## config.mk

```make
export PLATFORM = sky130hd
export DESIGN_NAME = anfsqrt_seq
export DESIGN_NICKNAME = d
export VERILOG_FILES = /design/src/rtl/anfsqrt_seq.sv
export SDC_FILE = /design/constraint.sdc
export NUM_CORES = 1
export LEC_CHECK = 0
export BUFFER_PORTS_ARGS = -buffer_cell sky130_fd_sc_hd__buf_2
export CAP_MARGIN = 20
export CORE_AREA = 2 2 146 148
export CTS_CLUSTER_DIAMETER = 30
export DETAILED_ROUTE_END_ITERATION = 16
export DIE_AREA = 0 0 148 150
export SYNTH_ARGS = -nofsm -noshare
export SYNTH_HDL_FRONTEND = slang
export SYNTH_SLANG_ARGS = --single-unit
```

## constraint.sdc

```tcl
create_clock -name clk -period 12.9 [get_ports clk]
set_input_delay 1.29 -clock clk [delete_from_list [all_inputs] [get_ports clk]]
set_output_delay 1.29 -clock clk [all_outputs]
set_load 0.005 [all_outputs]
```

## src/rtl/anfsqrt_seq.sv

```systemverilog
// Sequential integer square root: digit recurrence, ITERS_PER_CYCLE iterations per clock.
// Optional ANFSQRT_SEQ_EARLY_START_EN skips leading zero bit-pairs of the operand.
module anfsqrt_seq #(
  parameter int unsigned WIDTH           = 32,
  parameter int unsigned ITERS_PER_CYCLE = 1
) (
  input  logic                   clk,
  input  logic                   rst,
  input  logic                   in_valid,
  output logic                   in_ready,
  input  logic [WIDTH-1:0]       in_n,
  output logic                   out_valid,
  input  logic                   out_ready,
  output logic [WIDTH/2-1:0]     out_root,
  output logic [WIDTH/2:0]       out_rem,
  output logic                   busy
);

  localparam int unsigned RW   = WIDTH / 2;
  localparam int unsigned NCYC = RW / ITERS_PER_CYCLE;
  localparam int unsigned CW   = $clog2(NCYC + 1);

  if (WIDTH < 4 || (WIDTH % 2) != 0) begin : g_bad_width
    $error("anfsqrt_seq: WIDTH must be even and >= 4");
  end
  if (ITERS_PER_CYCLE == 0 || (RW % ITERS_PER_CYCLE) != 0) begin : g_bad_ipc
    $error("anfsqrt_seq: ITERS_PER_CYCLE must divide WIDTH/2");
  end

  typedef enum logic [1:0] {StIdle, StRun, StDone} state_e;

  state_e           state_q, state_d;
  logic [WIDTH:0]   att_q, att_d;
  logic [WIDTH-1:0] eps_q, eps_d;
  logic [WIDTH-1:0] res_q, res_d;
  logic [CW-1:0]    cnt_q, cnt_d;
  logic [RW-1:0]    root_q, root_d;
  logic [RW:0]      rem_q, rem_d;

  logic [WIDTH:0]   att_init;
  logic [CW-1:0]    cnt_init;

`ifdef ANFSQRT_SEQ_EARLY_START_EN
  int unsigned msb;
  int unsigned pairs;
  int unsigned cyc;

  // Start count is rounded up to whole cycles; att is placed so that exactly
  // cnt*ITERS_PER_CYCLE iterations remain, which still only skips zero pairs.
  always_comb begin
    msb = 0;
    for (int i = 0; i < int'(WIDTH); i++) begin
      if (in_n[i]) msb = i;
    end
    pairs    = msb / 2 + 1;
    cyc      = (pairs + ITERS_PER_CYCLE - 1) / ITERS_PER_CYCLE;
    cnt_init = CW'(cyc);
    att_init = (WIDTH + 1)'(1) << (2 * cyc * ITERS_PER_CYCLE);
  end
`else
  assign cnt_init = CW'(NCYC);
  assign att_init = {1'b1, {WIDTH{1'b0}}};
`endif

  // Unrolled iteration chain.
  logic [WIDTH:0]   att_nx;
  logic [WIDTH-1:0] eps_nx;
  logic [WIDTH-1:0] res_nx;
  logic [WIDTH:0]   delta;

  always_comb begin
    att_nx = att_q;
    eps_nx = eps_q;
    res_nx = res_q;
    delta  = '0;
    for (int i = 0; i < int'(ITERS_PER_CYCLE); i++) begin
      att_nx = att_nx >> 2;
      delta  = {1'b0, res_nx} + att_nx;
      if ({1'b0, eps_nx} >= delta) begin
        // delta <= eps < 2^WIDTH here, so the truncations are exact
        eps_nx = eps_nx - delta[WIDTH-1:0];
        res_nx = (res_nx >> 1) + att_nx[WIDTH-1:0];
      end else begin
        res_nx = res_nx >> 1;
      end
    end
  end

  always_comb begin
    state_d = state_q;
    att_d   = att_q;
    eps_d   = eps_q;
    res_d   = res_q;
    cnt_d   = cnt_q;
    root_d  = root_q;
    rem_d   = rem_q;
    unique case (state_q)
      StIdle: begin
        if (in_valid) begin
          eps_d   = in_n;
          res_d   = '0;
          att_d   = att_init;
          cnt_d   = cnt_init;
          state_d = StRun;
        end
      end
      StRun: begin
        att_d = att_nx;
        eps_d = eps_nx;
        res_d = res_nx;
        cnt_d = cnt_q - 1'b1;
        if (cnt_q == CW'(1)) begin
          root_d  = res_nx[RW-1:0];
          rem_d   = eps_nx[RW:0];
          state_d = StDone;
        end
      end
      StDone: begin
        if (out_ready) state_d = StIdle;
      end
      default: state_d = StIdle;
    endcase
  end

  always_ff @(posedge clk) begin
    if (rst) begin
      state_q <= StIdle;
      att_q   <= '0;
      eps_q   <= '0;
      res_q   <= '0;
      cnt_q   <= '0;
      root_q  <= '0;
      rem_q   <= '0;
    end else begin
      state_q <= state_d;
      att_q   <= att_d;
      eps_q   <= eps_d;
      res_q   <= res_d;
      cnt_q   <= cnt_d;
      root_q  <= root_d;
      rem_q   <= rem_d;
    end
  end

  assign in_ready  = (state_q == StIdle);
  assign out_valid = (state_q == StDone);
  assign busy      = (state_q != StIdle);
  assign out_root  = root_q;
  assign out_rem   = rem_q;

endmodule

```

==> results of run 1 <==
-- cells in the mapped netlist (8+ instances only) --
master	count	area (sq um)
dfxtp_1	120	2400
nand2_1	101	379
nor2_1	90	338
ha_1	68	851
o21ai_0	68	340
xnor2_1	61	534
a21oi_1	56	280
a211oi_1	40	300
clkbuf_1	38	143
a22oi_1	34	255
nor3_1	33	165
o22ai_1	27	169
xor2_1	27	236
mux2i_1	24	240
a31oi_1	23	144
nand2b_1	15	93.8
o21bai_1	14	105
a21o_1	13	97.6
inv_1	13	48.8
nand4_1	11	68.8
nor2b_1	9	56.3
and3_1	8	50.1
nand3b_1	8	60.1
-- cell type report --
class,instances,share of cell area (%)
Sequential cell,120,25.9
Clock buffer,17,4.58
Inverter,13,0.526
Multi-Input combinational cell,816,59.3
Timing Repair Buffer,80,4.58
Clock inverter,15,1.44
Tap cell,275,3.71
-- logic make-up after synthesis --
kind of cell / share of synthesized area (%)
buf+inv: 3.44
mux: 2.94
flops: 29.4
compound gates: 26.5
xor+xnor: 9.43
simple gates: 17.6
fa+ha+maj: 10.7
-- critical path, cell delays in order, from the launching register on --
cell,delay [ns]
dfxtp_1,0.41
ha_1,0.30
a31o_2,0.27
a31oi_1,0.26
o21bai_1,0.19
a32oi_1,0.27
nor2b_1,0.24
o21bai_1,0.11
a31oi_1,0.21
xor2_1,0.11
ha_1,0.40
nand2_1,0.09
o21ai_0,0.31
nor2_1,0.08
a21o_1,0.18
a21oi_1,0.29
a22oi_2,0.13
buf_4,0.26
nor2_4,0.90
nand2_1,0.19
a2111oi_1,0.36
-- per-layer routing --
metal | wire length [um] | vias to the layer above
met1 | 11300 | 3532
met2 | 9900 | 144
met4 | 418 | 0
li1 | - | 3827
met3 | 805 | 28
met5 | 0 | -
-- power breakdown --
part / total (uW) / internal, uW / switching, uW / leakage, uW
registers: 438 / 407 / 30.3 / 0.000975
clock network: 458 / 253 / 205 / 0.000269
logic: 823 / 323 / 499 / 0.00237
-- sequential cells by signal, indices dropped and copies added, names as in the netlist --
signal,count
out_root,16
eps_q,32
state_q,2
res_q,32
att_q,16
out_rem,17
cnt_q,5
-- through the flow --
step	hold WS (ns)	power, uW	worst slack [ns]
global placement	0.459	1260	7.46
floorplan	0.429	1080	8.45
global route	0.498	1830	6.74
finish	0.466	1720	7.21
CTS	0.471	1720	7.23
detailed placement	0.457	1260	7.26
-- placed cells by master (no fill, tap or decap), drive strengths merged, types with 17 or more instances in the layout --
cell type	instances
a31oi	24
o22ai	27
ha	68
a211oi	41
nand2	101
clkbuf	17
nor2	91
a22oi	35
o21ai	69
buf	80
xnor2	61
mux2i	24
nor3	33
xor2	27
dfxtp	120
a21oi	57
inv	22
-- worst max path at each step --
| stage | startpoint | to | slack [ns] | cells after the start |
|---|---|---|---|---|
| global placement | res_q[2]$_SDFFE_PP0P_ | eps_q[30]$_SDFFE_PP0P_ | 7.46 | 20 |
| global route | res_q[2]$_SDFFE_PP0P_ | eps_q[29]$_SDFFE_PP0P_ | 6.74 | 21 |
| floorplan | att_q[4]$_SDFFE_PP0P_ | eps_q[28]$_SDFFE_PP0P_ | 8.45 | 20 |
| finish | res_q[2]$_SDFFE_PP0P_ | eps_q[30]$_SDFFE_PP0P_ | 7.21 | 20 |
| CTS | res_q[2]$_SDFFE_PP0P_ | eps_q[29]$_SDFFE_PP0P_ | 7.23 | 21 |
| detailed placement | res_q[2]$_SDFFE_PP0P_ | eps_q[29]$_SDFFE_PP0P_ | 7.26 | 21 |
==> impl_metrics.prom, run 1 <==
# TYPE chip_impl_metric gauge
chip_impl_info{name="r2r_end",value="eps_q[30]$_SDFFE_PP0P_"} 1
chip_impl_metric{name="ctsLongestPathBuffers",unit=""} 2
chip_impl_metric{name="cts_resized",unit=""} 0
chip_impl_metric{name="max_cap_viol_count",unit=""} 0
chip_impl_metric{name="max_slew.worst_pin.slew",unit="ns"} 1.12
chip_impl_metric{name="maxSlewHeadroom",unit="%"} 25.3
chip_impl_metric{name="setup_total_negative_slack",unit="ns"} 0
chip_impl_metric{name="critPathArrivalTime",unit="ns"} 6.01
chip_impl_metric{name="cts_htree_levels",unit=""} 4
chip_impl_metric{name="post-route-period-util",unit="%"} 44.1
chip_impl_metric{name="finalCoreUtilization",unit="%"} 44.9
chip_impl_metric{name="hold_viol",unit=""} 0
chip_impl_metric{name="multi_input_gate_area_in_the_final_layout",unit="sq um"} 5510
chip_impl_info{name="grt.busiest_layer",value="met2"} 1
chip_impl_metric{name="post_route_ant_nets",unit=""} 0
chip_impl_metric{name="min_path_cells",unit=""} 2
chip_impl_metric{name="dp_hpwl",unit="um"} 16200
chip_impl_metric{name="port-buffer-count",unit=""} 71
chip_impl_metric{name="cts-buffers-inserted",unit=""} 17
chip_impl_metric{name="power-per-cell-area",unit="nW/um^2"} 185
chip_impl_metric{name="routed_wirelength",unit="um"} 22400
chip_impl_metric{name="met1_usage",unit="%"} 28.4
chip_impl_info{name="cts_root_buffer",value="clkbuf_16"} 1
chip_impl_metric{name="post-place-cells",unit=""} 1304
chip_impl_metric{name="min_period",unit="ns"} 5.69
chip_impl_metric{name="drt_drc_violations_left",unit=""} 0
chip_impl_info{name="critical_path.startpoint_type",value="register"} 1
chip_impl_metric{name="avgSynthCellArea",unit="sq um"} 8.16
chip_impl_metric{name="fin_cells",unit=""} 1336
chip_impl_metric{name="reg2reg_setup_slack",unit="ns"} 7.21
chip_impl_info{name="min_to",value="res_q[0]$_SDFFE_PP0P_"} 1
chip_impl_info{name="ys_dominant_reg_cell",value="dfxtp_1"} 1
chip_impl_metric{name="drtPass1Iterations",unit=""} 5
chip_impl_metric{name="critical_path_peak_fanout",unit=""} 28
chip_impl_metric{name="worst_ep_required_time",unit="ns"} 13.22
chip_impl_metric{name="grt_max_degree",unit=""} 76
chip_impl_metric{name="synth-seq-cells",unit=""} 120
chip_impl_info{name="grt_setup_unrepaired",value="no"} 1
chip_impl_metric{name="ios",unit=""} 72
chip_impl_metric{name="grt_pass1_wl",unit="um"} 36600
chip_impl_metric{name="worst_ir_drop_vdd",unit="mV"} 0.0991
chip_impl_metric{name="postSynthCellCount",unit=""} 1002
chip_impl_info{name="worst_setup_path_end_kind",value="register"} 1
chip_impl_metric{name="gpl.final_weighted_congestion",unit=""} 0.958
chip_impl_metric{name="area_growth",unit="%"} 13.6
chip_impl_metric{name="final.fill_count",unit=""} 2096
chip_impl_metric{name="floorplan.initialDensity",unit="%"} 39.5
chip_impl_metric{name="synth_enable_flop_cells",unit=""} 0
chip_impl_metric{name="finalClockSkew",unit="ns"} 0.0103
chip_impl_info{name="outcome",value="finished clean"} 1
chip_impl_metric{name="drt_first_iter_violations",unit=""} 458
chip_impl_info{name="worst_hold_path_type",value="register to register"} 1
chip_impl_metric{name="wire_per_inst",unit="um"} 16.8
chip_impl_metric{name="netlist-cell-type-count",unit=""} 69
chip_impl_metric{name="synth_fp_nets",unit=""} 1107
chip_impl_metric{name="synth_seq_area_share",unit="%"} 29.4
chip_impl_metric{name="drive_above_1_share",unit="%"} 12.8
chip_impl_metric{name="postCtsSetupRepairBufs",unit=""} 0
chip_impl_metric{name="grt_pass1_vias",unit=""} 7118
chip_impl_metric{name="finalNetCount",unit=""} 1153
chip_impl_metric{name="vias_per_cell",unit=""} 5.64
chip_impl_metric{name="dpl_cell_area",unit="sq um"} 8730
chip_impl_metric{name="setup_viol_count_final",unit=""} 0
chip_impl_metric{name="grt_overflow_total",unit=""} 0
chip_impl_metric{name="cts_num_sinks",unit=""} 120
chip_impl_metric{name="power.static_leakage",unit="uW"} 0.00362
chip_impl_metric{name="die_area",unit="sq um"} 22200
chip_impl_metric{name="vertical_die_dimension",unit="um"} 150
chip_impl_metric{name="layout.cell_area.non_filler",unit="sq um"} 9290
chip_impl_info{name="worst_r2r_startpoint",value="res_q[2]$_SDFFE_PP0P_"} 1
chip_impl_metric{name="die_x",unit="um"} 148
chip_impl_metric{name="vias",unit=""} 7531
chip_impl_metric{name="worst-r2r-cell-count",unit=""} 20
chip_impl_metric{name="core-area",unit="sq um"} 20700
chip_impl_metric{name="post_synth_instance_area",unit="sq um"} 8170
chip_impl_metric{name="diodes",unit=""} 0
chip_impl_metric{name="regArea",unit="sq um"} 2400
chip_impl_metric{name="number_of_placement_rows",unit=""} 53
chip_impl_metric{name="cts_hold_buf",unit=""} 0
chip_impl_info{name="worstSetupPathType",value="register to register"} 1
chip_impl_metric{name="worstSkewPairLatency",unit="ns"} 0.43
chip_impl_metric{name="met3_usage",unit="%"} 3.35
chip_impl_info{name="tritoncts",value="done"} 1
chip_impl_metric{name="yosysWarningCount",unit=""} 0
chip_impl_metric{name="slew_viol_final",unit=""} 0
chip_impl_metric{name="grtUsageTotal",unit="%"} 20.6
chip_impl_info{name="hp-start",value="res_q[0]$_SDFFE_PP0P_"} 1
chip_impl_metric{name="fmaxAchievable",unit="MHz"} 176
chip_impl_metric{name="grt_use_met2",unit="%"} 32.8
chip_impl_metric{name="path_clk_slew",unit="ns"} 0.06
chip_impl_metric{name="synth-async-reset-ratio",unit="%"} 0
chip_impl_metric{name="grt_antenna_before_repair",unit=""} 0
(Power assumes the default switching activity.)
==> run 2: changes to the inputs <==
==> constraint.sdc (replaced) <==
create_clock -name clk -period 4.7 [get_ports clk]
set_input_delay 0.47 -clock clk [delete_from_list [all_inputs] [get_ports clk]]
set_output_delay 0.47 -clock clk [all_outputs]
set_load 0.005 [all_outputs]
==> run 2 against run 1 <==
Net effect:
- utilization increased by 2.7 points
- sequential share of layout area decreased by 1.4 points
- non-clock buffer count increased by 43
- register-to-register slack got worse by 7.0 ns
- die area unchanged
- routed wire length increased by 5.3%
- clock skew increased by 0.0023 ns
- combinational power increased to 3.4 times the previous value
- largest cell class unchanged
- worst hold slack got worse by 0.13 ns
- total power increased to 3.1 times the previous value
- highest routed layer unchanged
- design area increased by 5.9%
==> impl_metrics.prom, run 2 (synthesis results as in run 1) <==
# TYPE chip_impl_metric gauge
chip_impl_info{name="outcome",value="finished clean"} 1
chip_impl_metric{name="dpl_cell_area",unit="sq um"} 9000
chip_impl_info{name="tritoncts",value="done"} 1
chip_impl_metric{name="post-place-cells",unit=""} 1336
chip_impl_metric{name="port-buffer-count",unit=""} 71
chip_impl_metric{name="layout.cell_area.non_filler",unit="sq um"} 9830
chip_impl_metric{name="finalClockSkew",unit="ns"} 0.0125
chip_impl_metric{name="max_slew.worst_pin.slew",unit="ns"} 0.678
chip_impl_metric{name="worst_ep_required_time",unit="ns"} 5.02
chip_impl_info{name="grt_setup_unrepaired",value="yes"} 1
chip_impl_info{name="highest_count_cells_in_the_layout_ignoring_fill_and_taps",value="120 x dfxtp_1, 101 x nand2_1, 87 x nor2_1"} 1
chip_impl_metric{name="min_period",unit="ns"} 4.48
chip_impl_metric{name="setup_total_negative_slack",unit="ns"} 0
chip_impl_metric{name="post-route-period-util",unit="%"} 95.4
chip_impl_metric{name="grt_pass1_vias",unit=""} 7278
chip_impl_metric{name="diodes",unit=""} 0
chip_impl_metric{name="grtUsageTotal",unit="%"} 21.4
chip_impl_info{name="worst_setup_path_end_kind",value="register"} 1
chip_impl_metric{name="finalCoreUtilization",unit="%"} 47.5
chip_impl_metric{name="ios",unit=""} 72
chip_impl_metric{name="die_area",unit="sq um"} 22200
chip_impl_info{name="worst_hold_path_type",value="primary input to register"} 1
chip_impl_metric{name="vias_per_cell",unit=""} 5.58
chip_impl_metric{name="setup_viol_count_final",unit=""} 0
chip_impl_metric{name="routed_wirelength",unit="um"} 23600
chip_impl_metric{name="hold_viol",unit=""} 0
chip_impl_metric{name="dp_hpwl",unit="um"} 16900
chip_impl_metric{name="vertical_die_dimension",unit="um"} 150
chip_impl_metric{name="number_of_placement_rows",unit=""} 53
chip_impl_metric{name="drt_first_iter_violations",unit=""} 454
chip_impl_metric{name="die_x",unit="um"} 148
chip_impl_info{name="worstSetupPathType",value="register to register"} 1
chip_impl_metric{name="slew_viol_final",unit=""} 0
chip_impl_metric{name="finalNetCount",unit=""} 1196
chip_impl_info{name="critPathCapture",value="eps_q[30]$_SDFFE_PP0P_"} 1
chip_impl_metric{name="fmaxAchievable",unit="MHz"} 223
chip_impl_metric{name="path_clk_slew",unit="ns"} 0.06
chip_impl_metric{name="maxSlewHeadroom",unit="%"} 54.8
chip_impl_metric{name="critical_path_peak_fanout",unit=""} 4
chip_impl_metric{name="drtPass1Iterations",unit=""} 4
chip_impl_metric{name="fin_cells",unit=""} 1379
chip_impl_metric{name="floorplan.initialDensity",unit="%"} 39.5
chip_impl_metric{name="cts_hold_buf",unit=""} 0
chip_impl_metric{name="area_growth",unit="%"} 20.3
chip_impl_metric{name="reg2reg_setup_slack",unit="ns"} 0.22
chip_impl_metric{name="max_cap_viol_count",unit=""} 0
chip_impl_info{name="cts_root_buffer",value="clkbuf_16"} 1
chip_impl_metric{name="wire_per_inst",unit="um"} 17.1
chip_impl_metric{name="worst-r2r-cell-count",unit=""} 20
chip_impl_metric{name="power-per-cell-area",unit="nW/um^2"} 536
chip_impl_metric{name="grt_overflow_total",unit=""} 0
chip_impl_metric{name="cts_htree_levels",unit=""} 4
chip_impl_metric{name="power.static_leakage",unit="uW"} 0.00391
chip_impl_metric{name="post_route_ant_nets",unit=""} 0
chip_impl_info{name="final_common_cell",value="dfxtp_1"} 1
chip_impl_metric{name="critPathArrivalTime",unit="ns"} 4.80
chip_impl_metric{name="gpl.final_weighted_congestion",unit=""} 0.889
chip_impl_metric{name="drt_drc_violations_left",unit=""} 0
chip_impl_metric{name="worstSkewPairLatency",unit="ns"} 0.43
chip_impl_info{name="worst_r2r_startpoint",value="att_q[4]$_SDFFE_PP0P_"} 1
chip_impl_info{name="critical_path.startpoint_type",value="register"} 1
chip_impl_metric{name="vias",unit=""} 7695
chip_impl_metric{name="cts_num_sinks",unit=""} 120
chip_impl_metric{name="cts-buffers-inserted",unit=""} 17
chip_impl_metric{name="grt_pass1_wl",unit="um"} 38000
chip_impl_metric{name="drive_above_1_share",unit="%"} 18.3
chip_impl_metric{name="worst_ir_drop_vdd",unit="mV"} 0.395
chip_impl_metric{name="core-area",unit="sq um"} 20700
chip_impl_info{name="r2r_end",value="eps_q[30]$_SDFFE_PP0P_"} 1
chip_impl_metric{name="grt_max_degree",unit=""} 63
chip_impl_info{name="worstSetupStartpoint",value="att_q[4]$_SDFFE_PP0P_"} 1
chip_impl_metric{name="ctsLongestPathBuffers",unit=""} 2
chip_impl_metric{name="grt_antenna_before_repair",unit=""} 0
## run 2: cell count changes in the layout (fill, tap and decap cells not counted), sizes merged
cell	delta
inv	-4
bufinv	+1
clkbuf	+3
clkinv	+1
clkinvlp	-1
buf	+43
## run 2: final cells by class
| type | instances | area [sq um] |
|---|---|---|
| multi-input cells | 816 | 5670 |
| repair buffers | 123 | 800 |
| clock buffers | 20 | 457 |
| clock inverters | 12 | 116 |
| fillers | 2050 | 10900 |
| inverters | 13 | 48.8 |
| flip-flops and latches | 120 | 2400 |
| well taps | 275 | 344 |
## run 2: per-layer routing
layer	vias up	track usage, %	part of all wire (%)
met5	-	0	0
met4	0	5.38	1.5
met3	30	4.02	4.3
met2	162	33.1	44
met1	3595	30.5	50
li1	3908	-	-
## run 2: per-stage QoR
step | power, uW | setup WS, ns | hold slack (ns)
floorplan | 2970 | 0.255 | 0.429
global placement | 3660 | 0.0951 | 0.454
detailed placement | 3660 | -0.0431 | 0.463
CTS | 4980 | -0.00451 | 0.325
global route | 5600 | -0.0636 | 0.330
finish | 5270 | 0.216 | 0.339
## run 2: worst min-delay path by stage
stage / from / to / slack [ns] / cells past startpoint
floorplan: res_q[0]$_SDFFE_PP0P_ / res_q[0]$_SDFFE_PP0P_ / 0.43 / 2
global placement: res_q[0]$_SDFFE_PP0P_ / res_q[0]$_SDFFE_PP0P_ / 0.45 / 2
detailed placement: res_q[0]$_SDFFE_PP0P_ / res_q[0]$_SDFFE_PP0P_ / 0.46 / 2
CTS: in_n[20] / eps_q[20]$_SDFFE_PP0P_ / 0.32 / 3
global route: in_n[20] / eps_q[20]$_SDFFE_PP0P_ / 0.33 / 3
finish: out_ready / state_q[1]$_SDFFE_PP0P_ / 0.34 / 4
## run 2: repair_timing
action,4_1_cts,5_1_grt
setup buffers,0,10
gates cloned,0,1
endpoints found under the setup margin,4,95
resized for setup,4,35
pin swaps,1,17
## run 2: power breakdown
group	total (uW)	internal, uW	switching [uW]	leakage [uW]
registers	1210	1120	88.0	0.000975
clock network	1280	762	519	0.000278
logic	2780	1230	1550	0.00266
total	5270	3110	2150	0.00391
## run 2: critical path: stages, from the launching register on
cell and delay (ns):
dfxtp_1 0.32, ha_1 0.30, a31o_2 0.27, a31oi_4 0.18, o21bai_2 0.10, a32oi_2 0.21
nor2b_4 0.19, o21bai_1 0.09, a31oi_1 0.21, xor2_1 0.21, ha_1 0.28, buf_4 0.16
and4_1 0.21, a21oi_1 0.13, o21ai_1 0.10, or3_4 0.35, o221ai_4 0.23, a21oi_4 0.11
a311oi_2 0.33, nor4_1 0.08, a2111oi_1 0.31
==> run 3: changes to the inputs <==
--- a/config.mk
+++ b/config.mk
@@ -5,7 +5,7 @@
 export SDC_FILE = /design/constraint.sdc
 export NUM_CORES = 1
 export LEC_CHECK = 0
-export BUFFER_PORTS_ARGS = -buffer_cell sky130_fd_sc_hd__buf_2
+export BUFFER_PORTS_ARGS = -buffer_cell sky130_fd_sc_hd__buf_4
 export CAP_MARGIN = 20
 export CORE_AREA = 2 2 146 148
 export CTS_CLUSTER_DIAMETER = 30
==> run 3 against run 2 <==
Net effect:
- utilization increased by 0.63 points
- largest power group unchanged
- die area unchanged
- sequential share of layout area decreased by 0.32 points
- largest cell class unchanged
- critical path type unchanged
- total power decreased by 2.3%
- fmax decreased by 0.42%
- cell count decreased by 0.22%
- combinational power decreased by 6%
- clock-buffer cell count decreased by 3
- sequential power about the same
- first-iteration DRC count increased by 0.44%
- via count increased by 0.71%
- critical endpoint is now out_root[11]$_SDFFE_PP0P_
- routed wire length increased by 1.5%
==> impl_metrics.prom, run 3 (synthesis results as in run 1) <==
# TYPE chip_impl_metric gauge
chip_impl_info{name="outcome",value="finished clean"} 1
chip_impl_metric{name="layout_setup_ws",unit="ns"} 0.197
chip_impl_metric{name="cts_num_sinks",unit=""} 120
chip_impl_metric{name="maxSlewHeadroom",unit="%"} 33.7
chip_impl_metric{name="grt_max_degree",unit=""} 53
chip_impl_metric{name="gpl.final_weighted_congestion",unit=""} 0.977
chip_impl_metric{name="dp_hpwl",unit="um"} 17100
chip_impl_metric{name="slew_viol_final",unit=""} 0
chip_impl_metric{name="drt_first_iter_violations",unit=""} 456
chip_impl_metric{name="cts_hold_buf",unit=""} 0
chip_impl_metric{name="port-buffer-count",unit=""} 71
chip_impl_metric{name="power.static_leakage",unit="uW"} 0.00392
chip_impl_metric{name="die_x",unit="um"} 148
chip_impl_metric{name="path_clk_slew",unit="ns"} 0.07
chip_impl_metric{name="share_comb_of_total_power",unit="%"} 50.6
chip_impl_metric{name="finalCoreUtilization",unit="%"} 48.2
chip_impl_metric{name="vertical_die_dimension",unit="um"} 150
chip_impl_metric{name="grt_overflow_total",unit=""} 0
chip_impl_metric{name="number_of_placement_rows",unit=""} 53
chip_impl_metric{name="max_slew.worst_pin.slew",unit="ns"} 0.991
chip_impl_metric{name="core-area",unit="sq um"} 20700
chip_impl_metric{name="fin_cells",unit=""} 1376
chip_impl_info{name="worstSetupPathType",value="register to register"} 1
chip_impl_metric{name="dpl_cell_area",unit="sq um"} 9180
chip_impl_metric{name="worst_ir_drop_vdd",unit="mV"} 0.220
chip_impl_metric{name="setup_viol_count_final",unit=""} 0
chip_impl_metric{name="die_area",unit="sq um"} 22200
chip_impl_info{name="hp-start",value="in_n[20]"} 1
chip_impl_info{name="worst_setup_path_end_kind",value="register"} 1
chip_impl_metric{name="final.fill_count",unit=""} 2048
chip_impl_metric{name="critPathArrivalTime",unit="ns"} 4.80
chip_impl_metric{name="post-place-cells",unit=""} 1339
chip_impl_info{name="critical_path.startpoint_type",value="register"} 1
chip_impl_metric{name="cts-buffers-inserted",unit=""} 17
chip_impl_metric{name="ctsLongestPathBuffers",unit=""} 2
chip_impl_metric{name="hold_viol",unit=""} 0
chip_impl_metric{name="diodes",unit=""} 0
chip_impl_info{name="crit_top_cell",value="ha_1"} 1
chip_impl_metric{name="cp_num_buf_inv",unit=""} 3
chip_impl_info{name="highest_count_cells_in_the_layout_ignoring_fill_and_taps",value="120 x dfxtp_1, 117 x buf_4, 101 x nand2_1"} 1
chip_impl_metric{name="switchingPower",unit="uW"} 2110
chip_impl_info{name="worst_hold_path_type",value="primary input to register"} 1
chip_impl_info{name="cts_root_buffer",value="clkbuf_16"} 1
chip_impl_metric{name="max_cap_viol_count",unit=""} 0
chip_impl_metric{name="finalNetCount",unit=""} 1193
chip_impl_info{name="critical_path.slowest_cell",value="dfxtp_1"} 1
chip_impl_metric{name="ios",unit=""} 72
chip_impl_metric{name="cellInternalPower",unit="uW"} 3040
chip_impl_metric{name="grtUsageTotal",unit="%"} 22.2
chip_impl_metric{name="p_clk_share",unit="%"} 26.0
chip_impl_metric{name="grt_pass1_wl",unit="um"} 39000
chip_impl_metric{name="finalClockSkew",unit="ns"} 0.0114
chip_impl_metric{name="routed_wirelength",unit="um"} 24000
chip_impl_info{name="tritoncts",value="done"} 1
chip_impl_metric{name="post_route_ant_nets",unit=""} 0
chip_impl_metric{name="post-route-period-util",unit="%"} 95.8
chip_impl_metric{name="wire_per_inst",unit="um"} 17.4
chip_impl_metric{name="slowest_delay",unit="ns"} 0.33
chip_impl_metric{name="vias_per_cell",unit=""} 5.63
chip_impl_metric{name="floorplan.initialDensity",unit="%"} 39.5
chip_impl_info{name="path_cells",value="ha_1, ha_1, a21oi_4, o31ai_4, a211oi_4, nor2_1, nor2_2, nor2_1, o21ai_0, xor2_1, ha_1, buf_4, a21oi_2, o21ai_2, a41oi_1, a21o_1, a21oi_4, a22oi_2, buf_4, buf_6, nor3_1, xnor2_1, a211oi_1"} 1
chip_impl_info{name="worst_r2r_startpoint",value="att_q[2]$_SDFFE_PP0P_"} 1
chip_impl_metric{name="vias",unit=""} 7750
chip_impl_metric{name="critical_path_peak_fanout",unit=""} 14
chip_impl_info{name="final_common_cell",value="dfxtp_1"} 1
chip_impl_metric{name="area_growth",unit="%"} 21.9
chip_impl_metric{name="worst_ep_required_time",unit="ns"} 5.00
chip_impl_metric{name="grt_pass1_vias",unit=""} 7419
chip_impl_metric{name="drt_drc_violations_left",unit=""} 0
chip_impl_metric{name="worstSkewPairLatency",unit="ns"} 0.44
chip_impl_metric{name="drive_above_1_share",unit="%"} 18.0
chip_impl_metric{name="seq_power_share",unit="%"} 23.4
chip_impl_info{name="timing.critical_path.max_delay_family",value="compound AO/OA/AOI/OAI gates"} 1
chip_impl_metric{name="layout.cell_area.non_filler",unit="sq um"} 9960
chip_impl_metric{name="drtPass1Iterations",unit=""} 7
chip_impl_metric{name="dpl_worst_slack",unit="ns"} 0.00321
chip_impl_metric{name="hold_ws",unit="ns"} 0.328
chip_impl_metric{name="cts_htree_levels",unit=""} 4
chip_impl_info{name="worstSetupStartpoint",value="att_q[2]$_SDFFE_PP0P_"} 1
chip_impl_metric{name="grt_antenna_before_repair",unit=""} 0
chip_impl_metric{name="power-per-cell-area",unit="nW/um^2"} 516
chip_impl_metric{name="min_period",unit="ns"} 4.50
chip_impl_metric{name="fmaxAchievable",unit="MHz"} 222
chip_impl_metric{name="switching_share",unit="%"} 41.0
run 3: cell types whose count changed in the layout (fill, tap and decap cells not counted), moves of 2 or more:
cell	change
a21oi_1	+2
a21oi_2	-2
buf_12	-3
buf_2	-71
buf_4	+70
clkbuf_8	-2
nor3_1	-2
nor3_2	+3
run 3: cell type report:
type | instances | area [sq um] | share of cell area, %
repair buffers | 120 | 925 | 9.28
well taps | 275 | 344 | 3.45
multi-input cells | 816 | 5650 | 56.7
clock inverters | 15 | 166 | 1.67
clock buffers | 17 | 425 | 4.27
inverters | 13 | 48.8 | 0.490
flip-flops and latches | 120 | 2400 | 24.1
run 3: routing by layer:
layer / part of all wire (%) / global-route usage [%] / vias up
met1: 49 / 30.8 / 3627
met3: 4.6 / 4.33 / 31
li1: - / - / 3888
met5: 0 / 0 / -
met2: 45 / 35.1 / 204
met4: 1.7 / 6.29 / 0
run 3: stage by stage:
stage          power, uW  TNS (ns)
2_1_floorplan       2970         0
3_3_place_gp        3650         0
3_5_place_dp        3650         0
4_1_cts             5010         0
5_1_grt             5450   -0.0579
6_report            5150         0
run 3: worst paths after layout:
kind | slack [ns] | depth (start not counted) | end
max | 0.20 | 23 | out_root[11]$_SDFFE_PP0P_
min | 0.33 | 3 | eps_q[20]$_SDFFE_PP0P_
max reg2reg | 0.20 | 23 | out_root[11]$_SDFFE_PP0P_
min reg2reg | 0.47 | 2 | res_q[0]$_SDFFE_PP0P_
run 3: worst register-to-register path, delay by kind of cell (launching register included):
family	cells	cell delay (ns)
AOI/OAI and AO/OA	11	1.82
adders and majority gates	3	0.75
xor gates and xnor gates	2	0.56
buffers and inverters	3	0.52
and+or+nand+nor	4	0.37
DFF	1	0.33
run 3: what timing repair did:
item	CTS	global route
pin swaps	0	8
resized for setup	1	32
setup buffers	0	4
setup endpoints to repair	2	97
run 3: power groups by stage:
stage | combinational (uW) | sequential, uW | clock (uW)
4_1_cts | 2450 | 1200 | 1360
2_1_floorplan | 1770 | 1200 | 0
5_1_grt | 2820 | 1220 | 1410
6_report | 2600 | 1200 | 1340
3_3_place_gp | 2430 | 1220 | 0
3_5_place_dp | 2430 | 1220 | 0
